**src/rtl/switch_debounce.sv**
```systemverilog
`default_nettype none
// =====================================================================
// Module   : switch_debounce
// Brief    : Synchronizes and debounces a mechanical switch input.
// Revision : 1.0
// =====================================================================

module switch_debounce #(
   parameter int STABLE_CYCLES = 4,
   parameter int CNT_WIDTH     = 16
) (
   input  logic clk,
   input  logic reset,
   input  logic SW,
   output logic D,
   output logic rise,
   output logic fall,
   output logic stable
);

   typedef enum logic [1:0] {
      IDLE_LOW  = 2'd0,
      WAIT_HIGH = 2'd1,
      IDLE_HIGH = 2'd2,
      WAIT_LOW  = 2'd3
   } state_t;

   localparam logic [CNT_WIDTH-1:0] c_cnt_one  = CNT_WIDTH'(1);
   localparam logic [CNT_WIDTH-1:0] c_cnt_last = CNT_WIDTH'(STABLE_CYCLES - 1);

   logic                 r_s1;
   logic                 r_s2;
   state_t               r_state;
   state_t               w_state_nxt;
   logic [CNT_WIDTH-1:0] r_cnt;
   logic [CNT_WIDTH-1:0] w_cnt_nxt;
   logic                 r_d;
   logic                 w_d_nxt;
   logic                 r_rise;
   logic                 w_rise_nxt;
   logic                 r_fall;
   logic                 w_fall_nxt;
   logic                 r_stable;
   logic                 w_stable_nxt;

   // Two-flop synchronizer; nothing downstream sees SW directly.
   always_ff @(posedge clk or negedge reset) begin
      if (!reset) begin
         r_s1 <= 1'b0;
         r_s2 <= 1'b0;
      end else begin
         r_s1 <= SW;
         r_s2 <= r_s1;
      end
   end

   always_ff @(posedge clk or negedge reset) begin
      if (!reset) begin
         r_state  <= IDLE_LOW;
         r_cnt    <= '0;
         r_d      <= 1'b0;
         r_rise   <= 1'b0;
         r_fall   <= 1'b0;
         r_stable <= 1'b1;
      end else begin
         r_state  <= w_state_nxt;
         r_cnt    <= w_cnt_nxt;
         r_d      <= w_d_nxt;
         r_rise   <= w_rise_nxt;
         r_fall   <= w_fall_nxt;
         r_stable <= w_stable_nxt;
      end
   end

   always_comb begin
      w_state_nxt = r_state;
      w_cnt_nxt   = '0;
      w_d_nxt     = r_d;
      w_rise_nxt  = 1'b0;
      w_fall_nxt  = 1'b0;
      case (r_state)
         IDLE_LOW: begin
            if (r_s2) begin
               w_state_nxt = WAIT_HIGH;
               w_cnt_nxt   = c_cnt_one;
            end
         end
         WAIT_HIGH: begin
            if (!r_s2) begin
               w_state_nxt = IDLE_LOW;
            end else if (r_cnt == c_cnt_last) begin
               w_state_nxt = IDLE_HIGH;
               w_d_nxt     = 1'b1;
               w_rise_nxt  = 1'b1;
            end else begin
               w_cnt_nxt = r_cnt + c_cnt_one;
            end
         end
         IDLE_HIGH: begin
            if (!r_s2) begin
               w_state_nxt = WAIT_LOW;
               w_cnt_nxt   = c_cnt_one;
            end
         end
         WAIT_LOW: begin
            if (r_s2) begin
               w_state_nxt = IDLE_HIGH;
            end else if (r_cnt == c_cnt_last) begin
               w_state_nxt = IDLE_LOW;
               w_d_nxt     = 1'b0;
               w_fall_nxt  = 1'b1;
            end else begin
               w_cnt_nxt = r_cnt + c_cnt_one;
            end
         end
         default: begin
            w_state_nxt = IDLE_LOW;
            w_d_nxt     = 1'b0;
         end
      endcase
      // Registered from the next state so stable lines up with D.
      w_stable_nxt = (w_state_nxt == IDLE_LOW) || (w_state_nxt == IDLE_HIGH);
   end

   assign D      = r_d;
   assign rise   = r_rise;
   assign fall   = r_fall;
   assign stable = r_stable;

endmodule

`default_nettype wire

```
**config.mk**
```make
export PLATFORM = sky130hd
export DESIGN_NAME = switch_debounce
export DESIGN_NICKNAME = d
export VERILOG_FILES = /design/src/rtl/switch_debounce.sv
export SDC_FILE = /design/constraint.sdc
export NUM_CORES = 1
export LEC_CHECK = 0
export CORE_MARGIN = 3
export CORE_UTILIZATION = 60
export CTS_CLUSTER_SIZE = 25
export DETAILED_ROUTE_END_ITERATION = 7
export GPL_ROUTABILITY_DRIVEN = 0
export PLACE_DENSITY = 0.81
export SETUP_SLACK_MARGIN = 0.05
export SYNTH_ARGS = -nofsm -noshare
export SYNTH_HDL_FRONTEND = slang
export SYNTH_SLANG_ARGS = --single-unit
export TNS_END_PERCENT = 5
```
**constraint.sdc**
```tcl
create_clock -name clk -period 2.54 [get_ports clk]
set_input_delay 0.635 -clock clk [delete_from_list [all_inputs] [get_ports clk]]
set_output_delay 0.635 -clock clk [all_outputs]
set_load 0.01 [all_outputs]
```
==> results.cfg, run 1 <==
[status]
status = finished, final reports clean

[critical_path]
path_max_fanout = 1
endpoint_kind = primary output
crit_family = flip-flops
cp_cell_sequence = clkdlybuf4s50_1
start_kind = flop
cp_slowest_stage_delay_ps = 530
crit_type = reg -> out
required_ps = 1900
cp.buffers_inverters = 1
slowest_stage = dfstp_2
critPathArrivalTime_ps = 1370

[routing]
wl_um = 1880
post_drt_via_cell_ratio = 5.69
num_vias = 785
drc_errors = 0
drt_iter0_markers = 24
dr.pass1.iters = 6
postRouteAntennaNets = 0
wl_per_cell_um = 13.6

[timing]
drv_slew = 0
final.setup_skew_ps = 2.14
worstMarginPinSlew_ps = 623
setup_viol = 0
rsz0062_at_grt = false
fin_crit_sh = 0.789
maxSlewHeadroom = 0.584
fin_hold_ws_ps = 368
hold_viol = 0
fin_tns_setup_ps = 0
period_needed_ps = 2000
fmax_mhz = 499

[synthesis]
synth-simple-area-share = 0.266
syn_nets = 110
synth_compound_area_frac = 0.0282
async_flop_share = 1.00
syn_area_per_cell_sq_um = 10.5
syn_area_sq_mm = 0.00111
synthCells = 106
synth_ff_type = dfrtp_1
synth-edff-count = 0
yosys.area_share.adder = 0.0113
synth_top_family_by_area = simple AND/OR/NAND/NOR gates
synth_mux_area_frac = 0.0101
yosysWarnings = 0
ys_ff_latch = 24
synthDistinctLibCells = 27
synth-xor-area-share = 0.110
ys_seq_area_frac = 0.542

[final_layout]
nNetsFinal = 119
syn2layout_area_growth_pct = 11.9
diodes = 0
drive_gt1_frac = 0.0965

[min_path]
hold_path_class = reg -> reg

[floorplanning]
std_cell_rows = 14
fp.dieH_um = 49.0
ioPinCount = 7
start_util = 0.682
coreArea_sq_mm = 0.00163
die-area_sq_mm = 0.00240
die_w_um = 49.0

[global_routing]
grt_pass1_vias = 759
grt_start_max_net_pins = 16
grt_overflow = 0
grt_antenna_before_repair = 0
grt_pass1_wl_um = 3330
grt_usage = 0.179

[power_and_ir_drop]
switchingPower_uw = 257
combPwrFrac = 0.198
power.density_mw_per_mm2 = 736
vdd_drop_max_v = 0.000763
p_clk_frac = 0.294
p_int_uw = 659
leakagePower_uw = 0.000526
switching_share = 0.281
pwr-share-seq = 0.508

[cts]
clk_latency_ps = 310
cts_tree = yes
ctsHoldBuffers = 0
clockBufferDepth = 2
clk_pin_slew_ps = 130
post_cts_buffers = 0
clock_sinks = 24
root_buffer = clkbuf_4
h-tree-depth = 1
cts-buffers-inserted = 3
cts_resized = 0

[placement]
io_buffers = 6
dp_hpwl_um = 1420

[flow_run]
drv_cap = 0
==> kinds of logic (layout without fill, tap and decap cells) <==
family	Yosys count	in the layout
DFF	24	24
buffers and inverters	8	16
muxes	1	1
adders and majority gates	1	1
and+or+nand+nor	53	53
AOI/OAI and AO/OA	5	5
xor gates and xnor gates	14	14
==> routing by layer <==
layer | global-route usage | wire length (um) | part of all wire
met3 | 0.0275 | 83 | 0.044
met2 | 0.299 | 932 | 0.50
met5 | 0 | 0 | 0
met4 | 0.0569 | 22 | 0.012
met1 | 0.240 | 843 | 0.45
==> final timing paths <==
path / from / slack (ps) / cells after the start / end
max: stable / 540 / 1 / stable
min: r_s1 / 370 / 0 / r_s2
max reg2reg: r_cnt[0] / 760 / 5 / r_cnt[11]
min reg2reg: r_s1 / 370 / 0 / r_s2
max in group asynchronous: reset / 1310 / 2 / r_cnt[8]
min in group asynchronous: reset / 680 / 1 / D
==> synth_stat cells (all sizes together), types with 2 or more instances <==
master  instances  area [sq um]
nor4b           3          26.3
and4            3          31.3
nor3            3          15.0
buf             2          12.5
inv             5          18.8
nor2           17          63.8
dfrtp          23           576
nor4            5          31.3
a21oi           2          13.8
o21ai           2          10.0
nand4           6          52.6
xnor2           7          61.3
nand2           7          26.3
nand3           6          30.0
xor2            7          61.3
==> layout make-up <==
class | instances | area (sq um)
Sequential cell | 24 | 602
Multi-Input combinational cell | 74 | 473
Fill cell | 118 | 385
Timing Repair Buffer | 7 | 67.6
Clock inverter | 1 | 30.0
Tap cell | 24 | 30.0
Clock buffer | 3 | 22.5
Inverter | 5 | 18.8
==> placed cells by master, fill, tap and decap left out <==
master and count:
dfrtp_1 23, nor2_1 17, xor2_1 7, nand2_1 7, xnor2_1 7, nand3_1 6, clkdlybuf4s50_1 6, nor4_1 5
nand4_1 5, inv_1 5, nor3_1 3, nor4b_1 3, clkbuf_4 3, and4_4 2, o21ai_0 2, and4_1 1
nand4_4 1, a21oi_1 1, mux2_2 1, or3_1 1, a21oi_2 1, and3_1 1, or2_1 1, o211ai_1 1
ha_1 1, bufinv_16 1, buf_4 1, dfstp_2 1
==> power groups by stage <==
stage               Clock, uW  Sequential, uW  Combinational (uW)
finish                    269             465                 181
global route              295             476                 206
CTS                       274             466                 184
detailed placement          0             474                 183
global placement            0             471                 172
floorplan                   0             471                 129
==> sequential cells by signal, indices dropped and copies added (netlist names) <==
| name | cells |
|---|---|
| D | 1 |
| fall | 1 |
| r_cnt | 16 |
| r_s1 | 1 |
| r_s2 | 1 |
| r_state | 2 |
| rise | 1 |
| stable | 1 |
==> metrics by stage <==
stage                     power (uW)  worst slack [ps]  std cells   util  cell area, sq um
after global routing             978               485        138  0.763              1240
after global placement           643               874        134  0.731              1190
after floorplan                  600              1060        106      -              1110
final                            916               536        138  0.763              1240
after detailed placement         656               792        134  0.731              1190
after CTS                        923               522        138  0.763              1240
(Power assumes the default switching activity.)
==> run 2: changes to the inputs <==
Settings changed: CORE_UTILIZATION 60 to 56, PLACE_DENSITY 0.81 to 0.76.
Clock period 2.54 ns to 2.07 ns, I/O delays scaled along.
==> results.cfg, run 2 (synthesized netlist as in run 1, its figures left out) <==
[timing]
period_needed_ps = 1890
drv_slew = 0
final.setup_skew_ps = 4.62
worstMarginPinSlew_ps = 579
setup_viol = 0
fin_tns_setup_ps = 0
fin_hold_ws_ps = 365
hold_viol = 0
rsz0062_at_grt = false
maxSlewHeadroom = 0.613
fin_crit_sh = 0.911
fin_ws_ps = 184
fmax_mhz = 530

[floorplanning]
coreArea_sq_mm = 0.00180
ioPinCount = 7
die_w_um = 50.5
die-area_sq_mm = 0.00255
std_cell_rows = 15
fp.dieH_um = 50.5
start_util = 0.617

[cts]
clk_pin_slew_ps = 120
clockBufferDepth = 2
clk_latency_ps = 310
h-tree-depth = 1
cts_tree = yes
clock_sinks = 24
root_buffer = clkbuf_4
cts_resized = 0
cts-buffers-inserted = 3
ctsHoldBuffers = 0
post_cts_buffers = 0

[critical_path]
required_ps = 1550
path_max_fanout = 1
crit_family = flip-flops
slowest_stage = dfstp_2
cp_slowest_stage_delay_ps = 530
endpoint_kind = primary output
cp_cell_sequence = clkdlybuf4s50_1
start_kind = flop
crit_type = reg -> out
critPathArrivalTime_ps = 1370
cp.buffers_inverters = 1

[power_and_ir_drop]
p_total_uw = 1030
leakagePower_uw = 0.000519
vdd_drop_max_v = 0.000772
power.density_mw_per_mm2 = 842

[placement]
place_ws_ps = 322
io_buffers = 6
dp_hpwl_um = 1420

[final_layout]
final_cell_mix = dfrtp_1 (23), nor2_1 (17), xor2_1 (7), nand2_1 (7), xnor2_1 (7)
diodes = 0
largest-register = r_cnt
top_regs = r_cnt x16, r_state x2
largest_register_ffs = 16
nNetsFinal = 119
fillers = 144
syn2layout_area_growth_pct = 10.6
final_common_cell = dfrtp_1
finish.utilization = 0.682
drive_gt1_frac = 0.0965

[routing]
wl_met3_um = 79
dr_wl_met2_um = 902
num_vias = 778
drt_iter0_markers = 39
wl_um = 1940
postRouteAntennaNets = 0
drt-met1-wl_um = 916
drc_errors = 0
dr.pass1.iters = 4
post_drt_via_cell_ratio = 5.60
routed.top_layer = met4
wl_per_cell_um = 14.0

[global_routing]
grt_usage = 0.190
grt_pass1_vias = 765
grt_pass1_wl_um = 3590
grt_antenna_before_repair = 0
grt_overflow = 0
grt_start_max_net_pins = 25

[status]
status = finished, final reports clean

[min_path]
hold_path_class = reg -> reg

[flow_run]
drv_cap = 0
## run 2: cell type report
type / count / area, sq um / area share
multi-input combinational: 74 / 473 / 0.385
inverter: 5 / 18.8 / 0.0153
timing repair buffer: 7 / 67.6 / 0.0550
sequential: 24 / 602 / 0.490
tap: 25 / 31.3 / 0.0255
clock buffer: 4 / 36.3 / 0.0295
## run 2: report_power, final
| part | switching, uW | internal, uW |
|---|---|---|
| registers | 45.7 | 529 |
| logic | 134 | 83.2 |
| clock network | 134 | 108 |
## run 2: stage by stage
stage | cell area, sq um | cells
2_1_floorplan | 1110 | 106
3_3_place_gp | 1190 | 135
3_5_place_dp | 1190 | 135
4_1_cts | 1230 | 139
5_1_grt | 1230 | 139
6_report | 1230 | 139
## run 2: metal layers
metal | track usage | up-vias
li1 | - | 383
met1 | 0.275 | 377
met2 | 0.278 | 13
met3 | 0.0356 | 5
met4 | 0.0807 | 0
met5 | 0 | -
## run 2: path summary, 6_finish.rpt
| check | slack [ps] | end | depth (start not counted) | from |
|---|---|---|---|---|
| worst max-delay path | 180 | stable | 1 | stable |
| worst min-delay path | 370 | r_s2 | 0 | r_s1 |
| worst max register to register | 300 | r_cnt[3] | 5 | r_cnt[0] |
| worst min register to register | 370 | r_s2 | 0 | r_s1 |
| max in group asynchronous | 1240 | stable | 2 | reset |
| min in group asynchronous | 550 | r_cnt[12] | 2 | reset |
==> run 3: changes to the inputs <==
Settings changed: CORE_UTILIZATION 56 to 60, CTS_BUF_LIST from default to sky130_fd_sc_hd__clkbuf_4 sky130_fd_sc_hd__clkbuf_8, PLACE_DENSITY 0.76 to 0.81, RECOVER_POWER from default to 25.
==> results.cfg, run 3 (synthesized netlist as in run 1, its figures left out) <==
[final_layout]
syn2layout_area_growth_pct = 10.1
largest-register = r_cnt
diodes = 0
drive_gt1_frac = 0.0877
top_regs = r_cnt x16, r_state x2
nNetsFinal = 119
final_cell_mix = dfrtp_1 (23), nor2_1 (17), xor2_1 (7), nand2_1 (7), xnor2_1 (7)
finish.utilization = 0.751
final_common_cell = dfrtp_1
largest_register_ffs = 16

[placement]
io_buffers = 6
dp_hpwl_um = 1360

[critical_path]
crit_family = flip-flops
slowest_stage = dfstp_2
cp.buffers_inverters = 1
path_max_fanout = 1
start_kind = flop
worstSetupPathDepth = 1
cp_slowest_stage_delay_ps = 530
critPathArrivalTime_ps = 1360
endpoint_kind = primary output
r2r_cells = 5
rrSetupSlack_ps = 330
cp_cell_sequence = clkdlybuf4s50_1
required_ps = 1550
crit_type = reg -> out

[timing]
drv_slew = 0
final.setup_skew_ps = 1.73
fmax_mhz = 532
worstMarginPinSlew_ps = 1220
fin_hold_ws_ps = 385
rsz0062_at_grt = false
fin_tns_setup_ps = 0
period_needed_ps = 1880
maxSlewHeadroom = 0.187
setup_viol = 0
fin_crit_sh = 0.909
hold_viol = 0

[cts]
cts_tree = yes
root_buffer = clkbuf_4
cts_resized = 0
ctsHoldBuffers = 0
post_cts_buffers = 0
h-tree-depth = 1
clock_sinks = 24
cts-buffers-inserted = 3
clk_pin_slew_ps = 120
clk_latency_ps = 310
clockBufferDepth = 2

[status]
status = finished, final reports clean

[power_and_ir_drop]
power.density_mw_per_mm2 = 841
leakagePower_uw = 0.000516
vdd_drop_max_v = 0.000907

[global_routing]
grt_antenna_before_repair = 0
grt_pass1_vias = 750
grt_usage = 0.186
grt_pass1_wl_um = 3350
grt_overflow = 0
grt_start_max_net_pins = 25

[min_path]
hold_path_class = reg -> reg
whs_path_depth = 0

[floorplanning]
ioPinCount = 7
fp.dieH_um = 49.0
std_cell_rows = 14
coreArea_sq_mm = 0.00163
die_w_um = 49.0
start_util = 0.682
die-area_sq_mm = 0.00240

[routing]
drt_iter0_markers = 15
post_drt_via_cell_ratio = 5.74
postRouteAntennaNets = 0
wl_per_cell_um = 13.8
dr.pass1.iters = 4
wl_um = 1910
drc_errors = 0
num_vias = 792

[flow_run]
drv_cap = 0
## run 3: cell types whose count changed in the layout (fill, tap and decap cells not counted)
cell             previous run  this run
dlygate4sd3_1               0         2
clkdlybuf4s50_1             6         4
clkbuf_1                    0         1
buf_4                       1         0
## run 3: report_power, final
part	total, uW	switching (uW)	internal (uW)
Sequential	572	42.5	529
Combinational	219	136	82.6
Clock	238	131	107
## run 3: path summary, 6_finish.rpt
check / startpoint / to
setup / recovery: stable / stable
hold reg to reg: r_s1 / r_s2
hold / removal: r_s1 / r_s2
setup reg to reg: r_cnt[0] / r_cnt[12]
min in group asynchronous: reset / fall
max in group asynchronous: reset / r_state[1]
## run 3: area by class of cell
class                           count  area, sq um
Inverter                            5         18.8
Tap cell                           24         30.0
Fill cell                         112          405
Clock buffer                        4         36.3
Multi-Input combinational cell     74          473
Timing Repair Buffer                7         63.8
Sequential cell                    24          602
## run 3: through the flow
step | cell area (sq um) | total power (uW) | setup slack [ps] | cells
5_1_grt | 1220 | 1110 | 86.5 | 138
2_1_floorplan | 1110 | 736 | 591 | 106
3_5_place_dp | 1190 | 806 | 348 | 134
4_1_cts | 1230 | 1040 | 178 | 138
6_report | 1220 | 1030 | 189 | 138
3_3_place_gp | 1190 | 787 | 401 | 134
## run 3: per-layer routing
metal  track usage  routed length, um  up-vias
met5             0                  0        -
met4        0.0853                 39        0
met3        0.0398                 57        5
met2         0.299                919       16
met1         0.242                892      385
li1              -                  -      386
==> RTL change (config.mk and constraints of run 3) <==
Set the parameter `CNT_WIDTH` to 14 (it was 16).
--- a/src/rtl/switch_debounce.sv
+++ b/src/rtl/switch_debounce.sv
@@ -7,7 +7,7 @@
 
 module switch_debounce #(
    parameter int STABLE_CYCLES = 4,
-   parameter int CNT_WIDTH     = 16
+   parameter int CNT_WIDTH     = 14
 ) (
    input  logic clk,
    input  logic reset,
Formal check against the unedited RTL: same outputs for any inputs over 10 cycles, from zero or initial values and one cycle with reset low; that may be too few to reach the edited logic, so the function may still have changed.
==> RTL change against run 3 <==
Via count down 18%. Worst setup slack better by 20 ps. Sequential cell count down 2. Core utilization up 2.3 points. Cell area down 10%. Count of clock-buffer cells in the layout down 1. Routed wire length down 21%. Total power up 0.29%. Area after synthesis down 12%. Non-clock buffer count unchanged. Clock power up 32%.
==> RTL change: results (changes against run 3) <==
<table>
<tr><th>Metric</th><th>Value</th></tr>
<tr><th colspan="2">Clocking</th></tr>
<tr><td>Library cell used as clock root buffer</td><td>sky130_fd_sc_hd__clkbuf_4 (unchanged)</td></tr>
<tr><td>Worst-Skew Late Latency</td><td>290 ps (was 310 ps)</td></tr>
<tr><td>Buffers inserted by post-CTS timing repair</td><td>0 (unchanged)</td></tr>
<tr><th colspan="2">Layout</th></tr>
<tr><td>NumNets Final</td><td>101 (was 119)</td></tr>
<tr><td>Largest registers in the final layout</td><td>r_cnt (14), r_state (2) (was r_cnt (16), r_state (2))</td></tr>
<tr><td>Largest register FFs</td><td>14 (was 16)</td></tr>
<tr><td>Share of post-route cells with drive strength above 1</td><td>11.46% (was 8.772%)</td></tr>
<tr><td>Number of filler instances in the final layout</td><td>84 (was 112)</td></tr>
<tr><th colspan="2">Power</th></tr>
<tr><td>Worst voltage drop across the vdd grid</td><td>0.0007048 V (was 0.0009066 V)</td></tr>
<tr><td>Static leakage</td><td>0.4663 nW (was 0.5158 nW)</td></tr>
<tr><th colspan="2">Worst setup path</th></tr>
<tr><td>Worst path arrival time</td><td>1340 ps (was 1360 ps)</td></tr>
<tr><td>Worst path max stage delay</td><td>530 ps (about the same)</td></tr>
<tr><th colspan="2">Logic synthesis</th></tr>
<tr><td>Sequential share of the synthesized area</td><td>56.68% (was 54.17%)</td></tr>
<tr><td>Dominant cells by area after synthesis</td><td>sky130_fd_sc_hd__dfrtp_1, sky130_fd_sc_hd__xor2_1, sky130_fd_sc_hd__nor2_1 (was sky130_fd_sc_hd__dfrtp_1, sky130_fd_sc_hd__nor2_1, sky130_fd_sc_hd__xnor2_1)</td></tr>
<tr><td>Cell variety after synth</td><td>28 (was 27)</td></tr>
<tr><td>Net Count, Synth</td><td>91 (was 110)</td></tr>
<tr><th colspan="2">Global routing</th></tr>
<tr><td>Total track usage</td><td>18.78% (was 18.65%)</td></tr>
<tr><td>Maximum number of pins on one net before global-route repair</td><td>23 (was 25)</td></tr>
<tr><td>Wire length of the first global-routing pass</td><td>2.787 mm (was 3.353 mm)</td></tr>
<tr><td>Initial antenna violation count</td><td>0 (unchanged)</td></tr>
<tr><th colspan="2">Run status</th></tr>
<tr><td>Run status</td><td>completed (unchanged)</td></tr>
<tr><th colspan="2">Timing</th></tr>
<tr><td>Slew headroom</td><td>26.34% (was 18.69%)</td></tr>
<tr><td>Final worst clock skew</td><td>0.8500 ps (was 1.734 ps)</td></tr>
<tr><th colspan="2">Placement</th></tr>
<tr><td>HPWL reported at the end of detailed placement</td><td>1.061 mm (was 1.357 mm)</td></tr>
<tr><td>Instance area at placement</td><td>1047 µm² (was 1191 µm²)</td></tr>
<tr><th colspan="2">Routing</th></tr>
<tr><td>Sum of routed wire length over all layers</td><td>1.515 mm (was 1.908 mm)</td></tr>
<tr><td>Via total after detailed routing</td><td>650 (was 792)</td></tr>
<tr><td>Initial drt markers</td><td>20 (was 15)</td></tr>
<tr><th colspan="2">Worst hold path</th></tr>
<tr><td>Min-Delay Path Class</td><td>flip-flop to flip-flop (unchanged)</td></tr>
</table>
## RTL change: cell type report
type / instances / area share (%)
clock inverters: 1 / 2.740
well taps: 15 / 1.712
clock buffers: 3 / 2.055
inverters: 3 / 1.027
multi-input cells: 60 / 36.30
repair buffers: 7 / 5.822
flip-flops and latches: 22 / 50.34
## RTL change: stage by stage
step	setup WS, ps	cells
after floorplan	635.3	87
after global placement	431.3	107
after detailed placement	394.2	107
after CTS	194.5	111
after global routing	119.6	111
final	208.7	111
## RTL change: cell families (layout without fill, tap and decap cells)
kind of cell	Yosys count	after routing	synth area share (%)
AO/OA/AOI/OAI	6	6	4.113
AND/OR/NAND/NOR	41	41	24.68
buffers and inverters	5	14	2.442
adder cells (fa/ha/maj)	1	1	1.285
XOR/XNOR	12	12	10.80
flip-flops	22	22	56.68
## RTL change: worst paths after layout
check	startpoint	depth (start not counted)	slack (ps)	to
max	stable	1	210	stable
min	r_s1	0	370	r_s2
max reg2reg	r_cnt[0]	5	370	r_cnt[12]
min reg2reg	r_s1	0	370	r_s2
max in group asynchronous	reset	2	460	r_cnt[7]
min in group asynchronous	reset	2	950	r_state[1]
## RTL change: per-layer routing
| metal | vias up | share of wire [%] | GRT usage (%) | routed length, µm |
|---|---|---|---|---|
| met5 | - | 0 | 0 | 0 |
| met4 | 0 | 2.3 | 9.659 | 35 |
| met3 | 4 | 4.4 | 5.078 | 67 |
| met2 | 21 | 47 | 29.40 | 717 |
| met1 | 308 | 46 | 23.56 | 694 |
| li1 | 317 | - | - | - |
## RTL change: power by group
part / switching, mW / internal [mW] / total (mW) / leakage [nW]
clock: 0.119 / 0.195 / 0.314 / 0.0279
sequential: 0.0449 / 0.488 / 0.533 / 0.289
combinational: 0.113 / 0.0718 / 0.185 / 0.150
